[src/rtl/fetch_unit.sv]
// Instruction fetch stage: program counter, single-outstanding instruction-memory read, and
// instruction register. Optional misaligned-fetch check enabled by FETCH_ALIGN_CHECK_EN.
module fetch_unit #(
    parameter int unsigned           ADDR_WIDTH = 16,
    parameter logic [ADDR_WIDTH-1:0] RESET_PC   = '0
) (
    input  logic                  clock,
    input  logic                  reset,
    input  logic                  enable_fetch,
    input  logic                  enable_pc,
    input  logic [1:0]            pc_select,
    input  logic [13:0]           imm_14bit,
    input  logic [23:0]           imm_24bit,
    output logic                  im_req,
    output logic [ADDR_WIDTH-1:0] im_addr,
    input  logic [31:0]           im_rdata,
    input  logic                  im_ready,
    output logic [31:0]           instruction,
    output logic [ADDR_WIDTH-1:0] pc,
    output logic                  fetch_busy,
    output logic                  fetch_done,
    output logic                  fetch_fault
);

    // Offsets are formed at least 25 bits wide so a shifted 24-bit displacement never loses sign.
    localparam int unsigned OffW = (ADDR_WIDTH > 25) ? ADDR_WIDTH : 25;

    typedef enum logic [0:0] {StIdle, StWait} state_e;

    state_e                state_q, state_d;
    logic [ADDR_WIDTH-1:0] pc_q, pc_d;
    logic [ADDR_WIDTH-1:0] addr_q, addr_d;
    logic [31:0]           instr_q, instr_d;
    logic                  req_q, req_d;
    logic                  done_q, done_d;
    logic                  misaligned;

    logic [OffW-1:0]       pc_ext;
    logic [OffW-1:0]       pc_off;
    logic [OffW-1:0]       pc_sum;

`ifdef FETCH_ALIGN_CHECK_EN
    logic fault_q, fault_d;
    assign misaligned = (pc_q[1:0] != 2'b00);
`else
    assign misaligned = 1'b0;
`endif

    // Next-PC datapath
    always_comb begin
        pc_off = '0;
        unique case (pc_select)
            2'b00:   pc_off = OffW'(4);
            2'b01:   pc_off = OffW'($signed({imm_14bit, 1'b0}));
            2'b10:   pc_off = OffW'($signed({imm_24bit, 1'b0}));
            default: pc_off = '0;
        endcase
    end

    assign pc_ext = OffW'(pc_q);
    assign pc_sum = pc_ext + pc_off;

    always_comb begin
        pc_d = pc_q;
        if (enable_pc) begin
            pc_d = pc_sum[ADDR_WIDTH-1:0];
        end
    end

    // Fetch FSM
    always_comb begin
        state_d = state_q;
        req_d   = req_q;
        addr_d  = addr_q;
        instr_d = instr_q;
        done_d  = 1'b0;
`ifdef FETCH_ALIGN_CHECK_EN
        fault_d = fault_q;
`endif
        unique case (state_q)
            StIdle: begin
                if (enable_fetch) begin
                    if (misaligned) begin
`ifdef FETCH_ALIGN_CHECK_EN
                        fault_d = 1'b1;
`endif
                    end else begin
                        addr_d  = pc_q;
                        req_d   = 1'b1;
                        state_d = StWait;
                    end
                end
            end
            StWait: begin
                if (im_ready) begin
                    instr_d = im_rdata;
                    done_d  = 1'b1;
                    req_d   = 1'b0;
                    state_d = StIdle;
                end
            end
            default: state_d = StIdle;
        endcase
    end

    always_ff @(posedge clock or posedge reset) begin
        if (reset) begin
            state_q <= StIdle;
            pc_q    <= RESET_PC;
            addr_q  <= '0;
            instr_q <= '0;
            req_q   <= 1'b0;
            done_q  <= 1'b0;
        end else begin
            state_q <= state_d;
            pc_q    <= pc_d;
            addr_q  <= addr_d;
            instr_q <= instr_d;
            req_q   <= req_d;
            done_q  <= done_d;
        end
    end

`ifdef FETCH_ALIGN_CHECK_EN
    always_ff @(posedge clock or posedge reset) begin
        if (reset) begin
            fault_q <= 1'b0;
        end else begin
            fault_q <= fault_d;
        end
    end
    assign fetch_fault = fault_q;
`else
    assign fetch_fault = 1'b0;
`endif

    assign im_req      = req_q;
    assign im_addr     = addr_q;
    assign instruction = instr_q;
    assign pc          = pc_q;
    assign fetch_busy  = req_q;
    assign fetch_done  = done_q;

endmodule

[config.mk]
export PLATFORM = sky130hd
export DESIGN_NAME = fetch_unit
export DESIGN_NICKNAME = d
export VERILOG_FILES = /design/src/rtl/fetch_unit.sv
export SDC_FILE = /design/constraint.sdc
export NUM_CORES = 1
export LEC_CHECK = 0
export BUFFER_PORTS_ARGS = -buffer_cell sky130_fd_sc_hd__buf_2
export CAP_MARGIN = 30
export CORE_UTILIZATION = 43
export CTS_CLUSTER_DIAMETER = 50
export DETAILED_ROUTE_END_ITERATION = 8
export GPL_ROUTABILITY_DRIVEN = 0
export PLACE_DENSITY = 0.86
export SLEW_MARGIN = 5
export SYNTH_ARGS = -nofsm -noshare
export SYNTH_HDL_FRONTEND = slang
export SYNTH_SLANG_ARGS = --single-unit
[constraint.sdc]
create_clock -name clock -period 2.2 [get_ports clock]
set_input_delay 0 -clock clock [delete_from_list [all_inputs] [get_ports clock]]
set_output_delay 0 -clock clock [all_outputs]
set_load 0.005 [all_outputs]
# [Word level (Yosys, flattened, before mapping)]
# Index checks and enable logic that the tools add are counted.
[classes] n_addsub=1 eq_ne=4 n_reduce_logical=4 muxes=9 bitwise_logic=1
[op_table] cell="$pmux 16 s3" count=1
[op_table] cell="$add 16x16->16" count=1
[op_table] cell="$mux 1" count=6
[op_table] cell="$reduce_and 2->1" count=3
[op_table] cell="$ne 2x2->1 const B" count=2
[op_table] cell="$pmux 1 s2" count=2
[op_table] cell="$eq 2x1->1 const B" count=1
[op_table] cell="$eq 2x2->1 const B" count=1
[op_table] cell="$logic_not 2->1" count=1
[op_table] cell="$not 1->1" count=1
[totals] reg_bits=67 out_inout_bits=68 wordCells=25 inputBits=77

# [Longest topological paths before layout]
# Gate-level depths: netlist of run 1.
[depth] depth_word=3 depth_mapped=12 mapped_depth_nobuf=11

# [Least setup slack after synthesis of run 1]
# Ideal clock, no wire load.
[synth_path] path_type="input to register" start="input pc_select[1]" end="register pc_q[13] (netlist: pc[13])" slack_ns=-0.502 t_required_ns=2.075 cell_stages=12 setup_time_ns=0.125 arrival_ns=2.577 cell_sequence="nor2b_1 -> clkbuf_1 -> a22o_1 -> ha_1 -> inv_1 -> fa_1 -> and2b_1 -> o211ai_1 -> a21o_1 -> a221o_1 -> xnor2_1 -> mux2_2"
[synth_between] elab_chain_cells=3 elab_cells_between_ends=5
[synth_lines] element="start: declaration" line_no="11" text="input logic [1:0] pc_select,"
[synth_lines] element="$eq 2x2->1 (tied with other cells)" line_no="52" text="unique case (pc_select)"
[synth_lines] element="$pmux 16 s3 (*)" line_no="52"
[synth_lines] element="$add 16x16->16 (*)" line_no="61" text="assign pc_sum = pc_ext + pc_off;"
[synth_lines] element="end signal: assignment" line_no="116" text="pc_q <= pc_d;"
[synth_lines] element="end: declaration" line_no="31" text="logic [ADDR_WIDTH-1:0] pc_q, pc_d;"
# Every way passes the cells marked *; elsewhere a longest branch is shown, timed or not.
# A chain may end at the register's enable or synchronous reset.

# [Worst setup path after layout of run 1]
[layout_path] start="register pc_q[1] (netlist: pc[1])" end="register pc_q[13] (netlist: pc[13])"
[layout_between] elab_chain_cells=1
[layout_lines] element="$add 16x16->16" line_no="61"
# Every way passes these cells.

==> run summary, run 1 <==
Clock Path Buffers -> 2
min-delay src -> enable_pc
WP data arrival -> 2630 ps
Port Buf Inserts -> 132
nets -> 581
Netlist cell types -> 53
Root Driver -> clkbuf_8
Avg WL per Cell -> 16.8 µm
Startpoint Class -> register
worst r2r src -> pc[1]
Synth top area share -> 47.9%
antenna violations before repair -> 0
Clock Latency Late Sink -> 350 ps
cell taking the most area after synthesis -> dfrtp_1
Synth Area in Adders -> 5.75%
Post-synth ARST share -> 100%
IO Pins -> 145
# Max-Cap Violations -> 0
Mapped Cells -> 281
Synth Area per Inst -> 12.1 µm²
status -> complete, but fails checks
TNS Setup -> -586 ps
largest net degree at the start of global routing -> 39
Fmax achieved -> 0.417 GHz
DRT iter0 DRCs -> 88
hold crit path type -> in2reg
RR Endpoint -> pc[13]
number of core rows -> 32
CP Capture Type -> register
YS warnings -> 0
post-detail-place hpwl -> 6300 µm
initial core utilization -> 44.1%
first-pass GRT wire length -> 15700 µm
clock buffer count from CTS -> 9
fin crit share -> 109%
Slew HR -> 56.6%
Final Hold Vio Count -> 0
largest family of logic cells by synthesized area -> multiplexers
Final ANT Viol Nets -> 0
Routed WL -> 10000 µm
Final Setup Violations -> 5
synth top area cells -> dfrtp_1 48%, mux2_2 18%, ha_1 5.2%
global-route usage over all layers -> 24.5%
H-tree Lvls -> 3
Leak Pwr -> 2.51 nW
fin worst setup slack -> -201 ps
ys flop type -> dfrtp_1
#FFs+latches synth -> 65
CTS tree -> built
Clk pin slew, worst setup/hold paths -> 80 ps
reg2reg path depth -> 9
RSZ-0062 raised after global routing -> true
Fillers -> 571
total global routing overflow -> 0
Area Growth Syn to Fin -> 50.5%
FF-to-FF setup slack -> -200 ps
Clock Skews -> 11.4 ps
Synth Area in Simple Gates -> 7.23%
failing checks -> negative setup slack
pwr/cell area -> 1150 nW/µm²
die area -> 8250 µm²
Post-synth EDFFs -> 0
Slew @ Worst Pin -> 650 ps
die extent in x -> 90.8 µm
post-synthesis xor/xnor area fraction -> 1.81%
worst hold path depth -> 2
Worst Setup Path Type -> reg2reg
Worst Path Required -> 2430 ps
hold slack -> 116 ps
vias per inst -> 5.24
maximum vdd drop -> 0.000498 V
Synth Area in Compound Gates -> 15.9%
Die Y -> 90.8 µm
final slew viol count -> 0
DRT Pass-1 Iters -> 4
routed vias -> 3126
register area share after synthesis -> 47.9%
cell area after synthesis -> 3390 µm²
Worst Hold End -> pc[2]
Sink Count -> 65
mux share of post-synthesis cell area -> 17.9%
fin crit period -> 2400 ps
worst-path fanout max -> 3
share of layout cells above drive strength 1 -> 53.0%
n_diodes -> 0
core area -> 7690 µm²
vias in the first global route -> 3179
drt drc -> 0
[layout make-up]
| type | instances | area (µm²) | share of cell area [%] |
|---|---|---|---|
| clock inverters | 6 | 115 | 2.25 |
| repair buffers | 212 | 1370 | 26.8 |
| multi-input cells | 192 | 1700 | 33.3 |
| well taps | 102 | 128 | 2.50 |
| clock buffers | 10 | 138 | 2.69 |
| flip-flops and latches | 65 | 1630 | 31.8 |
| inverters | 9 | 33.8 | 0.661 |
[layout by cell type, fill, tap and decap left out, drive strengths merged, types with 5 or more instances in the layout]
cell type,Yosys,layout
nand2b,5,5
clkbuf,8,10
buf,9,176
dfrtp,65,65
nand2,8,8
mux2,54,54
o21ai,6,6
a22o,14,14
inv,8,8
dlygate4sd3,0,36
a21o,11,11
xnor2,6,6
ha,14,14
nor2,8,8
nor3,6,6
a21oi,15,15
[worst max-delay path: stages (launching register included)]
cell and delay [ps]:
dfrtp_1 370, ha_2 190, inv_2 40, fa_2 350
and2b_1 240, o211ai_1 150, a21o_1 260, a221o_1 320
xnor2_1 130, mux2_4 250
[registers in the layout, summed over array words and instances (netlist names)]
name and count:
fetch_busy 1, fetch_done 1, im_addr 15, instruction 32, pc 15, state_q 1
[worst max path at each step]
stage,startpoint,to,slack (ps),cells after the start
6_report,pc[1],pc[13],-200,9
3_5_place_dp,pc_select[1],pc[13],-270,12
4_1_cts,pc[1],pc[13],-130,9
2_1_floorplan,pc_select[1],pc[13],-170,12
3_3_place_gp,pc_select[1],pc[15],-160,12
5_1_grt,pc[1],pc[13],-280,9
[cell families (layout without fill, tap and decap cells)]
| logic type | Yosys count | after routing |
|---|---|---|
| buf+inv | 26 | 237 |
| compound gates | 68 | 68 |
| mux | 54 | 54 |
| other cells | 1 | 3 |
| simple gates | 45 | 45 |
| xor+xnor | 7 | 7 |
| fa+ha+maj | 15 | 15 |
| flops | 65 | 65 |
[metal layers]
metal / GRT usage [%] / up-vias / share of wire, %
met2: 43.6 / 142 / 50
met4: 10.1 / 0 / 2.6
li1: - / 1454 / -
met1: 28.8 / 1508 / 41
met3: 4.71 / 22 / 6.2
met5: 0 / - / 0
[power by group]
group | switching [mW] | total [mW] | internal [mW]
logic | 1.17 | 2.70 | 1.52
clock network | 0.487 | 1.27 | 0.787
registers | 0.306 | 1.92 | 1.62
[what timing repair did]
item,in CTS,in global routing
cloned,0,0
endpoints found under the hold margin,62,0
pin swaps,4,5
hold buffers,36,0
setup buffers,4,5
endpoints found under the setup margin,3,6
gates resized for setup,4,2
[stage by stage]
stage	setup WS [ps]	instance area (µm²)	std cells	power [mW]	util, %
final	-201	5110	596	5.89	66.4
after detailed placement	-265	4400	535	4.39	57.3
after global routing	-283	5110	596	6.26	66.4
after CTS	-127	5060	591	5.80	65.9
after floorplan	-165	3440	283	3.28	-
after global placement	-163	4400	535	4.28	57.3
[cell usage after synthesis (all sizes together) (2+ instances only)]
master,count
o311ai,3
nor3,6
xnor2,6
a221o,2
ha,14
o21a,3
a22o,14
nor2b,3
nand2,8
inv,8
a2111oi,2
nor3b,2
dfrtp,65
nand2b,5
a21o,11
clkbuf,8
nand4,3
mux2,54
buf,9
nand3,3
o21ai,6
a21oi,15
nor2,8
Power figures use the tool's default switching activity.
==> inputs of run 2 (changes only) <==
--- a/config.mk
+++ b/config.mk
@@ -10,8 +10,8 @@
 export CORE_UTILIZATION = 43
 export CTS_CLUSTER_DIAMETER = 50
 export DETAILED_ROUTE_END_ITERATION = 8
-export GPL_ROUTABILITY_DRIVEN = 0
-export PLACE_DENSITY = 0.86
+export PLACE_DENSITY = 0.76
+export REMOVE_ABC_BUFFERS = 1
 export SLEW_MARGIN = 5
 export SYNTH_ARGS = -nofsm -noshare
 export SYNTH_HDL_FRONTEND = slang
==> run summary, run 2 (synthesis results as in run 1) <==
reg2reg path depth -> 9
Port Buf Inserts -> 132
Clock Path Buffers -> 2
WP data arrival -> 2590 ps
Clk pin slew, worst setup/hold paths -> 80 ps
total global routing overflow -> 0
crit path launch -> pc[1]
Clock Latency Late Sink -> 340 ps
CP Capture Type -> register
core area -> 7690 µm²
antenna violations before repair -> 0
DRT iter0 DRCs -> 85
Routed WL -> 9410 µm
Clock Skews -> 12.0 ps
Worst Path Required -> 2430 ps
global-route usage over all layers -> 23.1%
status -> complete, but fails checks
vias per inst -> 5.25
hold slack -> 112 ps
fin crit share -> 107%
IO Pins -> 145
share of layout cells above drive strength 1 -> 52.1%
PnR Total Power -> 5.91 mW
Final ANT Viol Nets -> 0
fin worst setup slack -> -161 ps
DRT Pass-1 Iters -> 5
commonest non-fill, non-tap cells in the layout -> 132 x buf_2, 65 x dfrtp_1, 51 x mux2_2
nets -> 571
final slew viol count -> 0
vias in the first global route -> 3050
worst-path fanout max -> 3
Die Y -> 90.8 µm
Avg WL per Cell -> 16.1 µm
Largest register FFs -> 32
Root Driver -> clkbuf_8
Leak Pwr -> 2.47 nW
Final Hold Vio Count -> 0
Slew HR -> 53.5%
H-tree Lvls -> 3
Placed Instances -> 533
M2 GR Usage -> 40.8%
routability cong. -> 0.889
M1 GR Usage -> 28.2%
Fmax achieved -> 0.424 GHz
CP endpoint -> pc[13]
RR Endpoint -> pc[13]
post-detail-place hpwl -> 6080 µm
fin crit period -> 2360 ps
initial core utilization -> 44.1%
worst r2r src -> pc[1]
clock buffer count from CTS -> 9
CTS tree -> built
number of core rows -> 32
die area -> 8250 µm²
busiest layer in global routing -> met2
Sink Count -> 65
die extent in x -> 90.8 µm
drt drc -> 0
Startpoint Class -> register
hold crit path type -> in2reg
pwr/cell area -> 1170 nW/µm²
first-pass GRT wire length -> 15000 µm
Slew @ Worst Pin -> 697 ps
failing checks -> negative setup slack
Worst Setup Path Type -> reg2reg
# Max-Cap Violations -> 0
FF-to-FF setup slack -> -160 ps
met3 usage -> 4.38%
maximum vdd drop -> 0.000738 V
Area Growth Syn to Fin -> 48.5%
routed vias -> 3074
commonest non-fill, non-tap cell in the layout -> buf_2
Final Setup Violations -> 3
RSZ-0062 raised after global routing -> true
fin cells -> 586
largest net degree at the start of global routing -> 35
n_diodes -> 0
run 2: cell count changes in the layout (fill, tap and decap cells not counted), sizes merged:
cell	change
clkinv	-1
buf	-8
clkinvlp	-1
dlygate4sd3	-2
inv	+1
bufinv	+1
run 2: worst max-delay path, stage by stage, from the launching register on:
cell	delay [ps]
dfrtp_1	360
ha_2	190
inv_2	40
fa_2	360
and2b_1	210
o211ai_1	170
a21o_1	230
a221o_1	310
xnor2_1	140
mux2_4	260
run 2: worst min path at each step:
stage	from	end	slack (ps)	depth (start not counted)
after floorplan	enable_pc	pc[2]	80	1
after CTS	enable_pc	pc[2]	80	2
after detailed placement	reset	instruction[28]	150	2
after global placement	reset	instruction[28]	140	2
final	enable_pc	pc[2]	110	2
after global routing	enable_pc	pc[2]	130	2
run 2: what timing repair did:
action                                 4_1_cts  5_1_grt
gates resized for setup                      4        5
buffers inserted                             2        1
setup endpoints to repair                    4        6
endpoints found under the hold margin       66        0
hold buffers                                34        0
pin swaps                                    7        3
run 2: power breakdown:
group | switching [mW] | internal [mW] | leakage (nW)
Clock | 0.489 | 0.905 | 0.137
Combinational | 1.13 | 1.47 | 1.57
Sequential | 0.295 | 1.62 | 0.763
run 2: metrics by stage:
step | setup WS [ps] | util [%] | cell area [µm²] | TNS (ps)
2_1_floorplan | -550 | - | 3320 | -1880
4_1_cts | -166 | 65.2 | 5010 | -399
3_5_place_dp | -354 | 56.8 | 4370 | -1670
5_1_grt | -270 | 65.5 | 5040 | -726
6_report | -161 | 65.5 | 5040 | -292
3_3_place_gp | -227 | 56.8 | 4370 | -995
run 2: area by class of cell:
type,instances,area (µm²)
Clock buffer,10,138
Clock inverter,6,138
Fill cell,593,2650
Inverter,9,33.8
Multi-Input combinational cell,192,1690
Sequential cell,65,1630
Tap cell,102,128
Timing Repair Buffer,202,1290
run 2: metal layers:
layer  up-vias  routed length (µm)
met4         0                 145
li1       1432                   -
met5         -                   0
met2       148                4730
met3        14                 562
met1      1480                3960
==> inputs of run 3 (changes only) <==
--- a/config.mk
+++ b/config.mk
@@ -7,10 +7,11 @@
 export LEC_CHECK = 0
 export BUFFER_PORTS_ARGS = -buffer_cell sky130_fd_sc_hd__buf_2
 export CAP_MARGIN = 30
-export CORE_UTILIZATION = 43
+export CORE_UTILIZATION = 45
+export CTS_BUF_LIST = sky130_fd_sc_hd__clkbuf_8
 export CTS_CLUSTER_DIAMETER = 50
 export DETAILED_ROUTE_END_ITERATION = 8
-export PLACE_DENSITY = 0.76
+export PLACE_DENSITY = 0.79
 export REMOVE_ABC_BUFFERS = 1
 export SLEW_MARGIN = 5
 export SYNTH_ARGS = -nofsm -noshare
==> run summary, run 3 (synthesis results as in run 1) <==
fin worst setup slack -> -153 ps
largest net degree at the start of global routing -> 34
pre-CTS setup slack -> -260 ps
RR Endpoint -> pc[13]
number of core rows -> 31
global-route usage over all layers -> 23.9%
Port Buf Inserts -> 132
core area -> 7250 µm²
Largest register FFs -> 32
worst hold path depth -> 3
Startpoint Class -> register
Die Y -> 88.8 µm
Clock Latency Late Sink -> 340 ps
Clock Path Buffers -> 2
Final Hold Vio Count -> 0
drt drc -> 0
die extent in x -> 88.8 µm
vias per inst -> 5.14
fin crit period -> 2350 ps
Area Growth Syn to Fin -> 48.5%
Fmax achieved -> 0.425 GHz
Worst Setup Path Type -> reg2reg
FF-to-FF setup slack -> -150 ps
Final ANT Viol Nets -> 0
reg2reg path depth -> 9
share of layout cells above drive strength 1 -> 52.4%
pwr/cell area -> 1170 nW/µm²
fin cells -> 584
fin crit share -> 107%
commonest non-fill, non-tap cell in the layout -> buf_2
crit path launch -> pc[1]
Slowest cell on crit path -> dfrtp_1
commonest non-fill, non-tap cells in the layout -> 132 x buf_2, 65 x dfrtp_1, 52 x mux2_2
H-tree Lvls -> 3
status -> complete, but fails checks
Root Driver -> clkbuf_8
CP endpoint -> pc[13]
max incr delay on CP -> 360 ps
n_diodes -> 0
Sink Count -> 65
Util after Layout -> 69.4%
die area -> 7890 µm²
nets -> 572
Worst Path Required -> 2420 ps
min-delay src -> im_ready
RSZ-0062 raised after global routing -> true
routed vias -> 3000
Placed Instances -> 529
CP Capture Type -> register
DRT Pass-1 Iters -> 4
DRT iter0 DRCs -> 76
failing checks -> negative setup slack
initial core utilization -> 46.8%
IO Pins -> 145
antenna violations before repair -> 0
post-detail-place hpwl -> 6250 µm
WP data arrival -> 2570 ps
Clk pin slew, worst setup/hold paths -> 80 ps
Clock Skews -> 8.38 ps
Routed WL -> 9360 µm
critical-path cell list -> ha_2 -> inv_2 -> fa_2 -> and2b_1 -> o211ai_1 -> a21o_1 -> a221o_1 -> xnor2_1 -> mux2_2
CTS tree -> built
Final Setup Violations -> 4
vias in the first global route -> 2901
Slew @ Worst Pin -> 676 ps
Leak Pwr -> 2.48 nW
final slew viol count -> 0
total global routing overflow -> 0
worst r2r src -> pc[1]
worst-path fanout max -> 3
# Max-Cap Violations -> 0
hold crit path type -> in2reg
routability cong. -> 0.875
Slew HR -> 54.9%
clock buffer count from CTS -> 9
Avg WL per Cell -> 16.0 µm
maximum vdd drop -> 0.000634 V
first-pass GRT wire length -> 14000 µm
==> run 3: cell count changes in the layout (fill, tap and decap cells not counted), sizes merged <==
cell  delta
buf      +1
==> run 3: worst max-delay path: cells and delay by family (launching register included) <==
family	cells	cell delay, ps
muxes	1	260
xor gates and xnor gates	1	120
DFF	1	360
adders and majority gates	2	520
buffers and inverters	1	40
AOI/OAI and AO/OA	3	720
and+or+nand+nor	1	220
==> run 3: what timing repair did <==
| item | in CTS | in global routing |
|---|---|---|
| endpoints found under the setup margin | 3 | 6 |
| setup buffers | 3 | 2 |
| hold buffers | 34 | 0 |
| endpoints found under the hold margin | 64 | 0 |
| gates resized for setup | 4 | 6 |
| pin swaps | 6 | 4 |
==> run 3: cell type report <==
cell class / count / area (µm²)
clock inverter: 6 / 138
inverter: 9 / 33.8
tap: 99 / 124
clock buffer: 10 / 138
multi-input combinational: 192 / 1690
timing repair buffer: 203 / 1290
sequential: 65 / 1630
fill: 520 / 2220
==> run 3: through the flow <==
step	instance area [µm²]	hold WS [ps]	setup TNS, ps	power (mW)
6_report	5040	81.7	-417	5.90
5_1_grt	5040	113	-936	6.31
4_1_cts	5000	74.7	-406	5.83
3_5_place_dp	4350	132	-1180	4.34
3_3_place_gp	4350	123	-874	4.23
2_1_floorplan	3320	84.7	-1880	3.25
==> run 3: how the worst min path moves through the flow <==
| stage | to | slack [ps] |
|---|---|---|
| 2_1_floorplan | pc[2] | 80 |
| 3_3_place_gp | im_addr[10] | 120 |
| 3_5_place_dp | im_addr[10] | 130 |
| 4_1_cts | fetch_done | 70 |
| 5_1_grt | pc[2] | 110 |
| 6_report | fetch_done | 80 |
==> run 3: layer usage <==
layer  track usage [%]  wire, µm
met4              8.21       171
met3              5.60       607
met2              42.2      4660
met1              28.5      3920
met5                 0         0
==> run 3: where the power goes <==
group	switching [mW]	internal, mW	leakage [nW]
clock	0.485	0.905	0.137
sequential	0.295	1.62	0.763
combinational	1.13	1.47	1.58
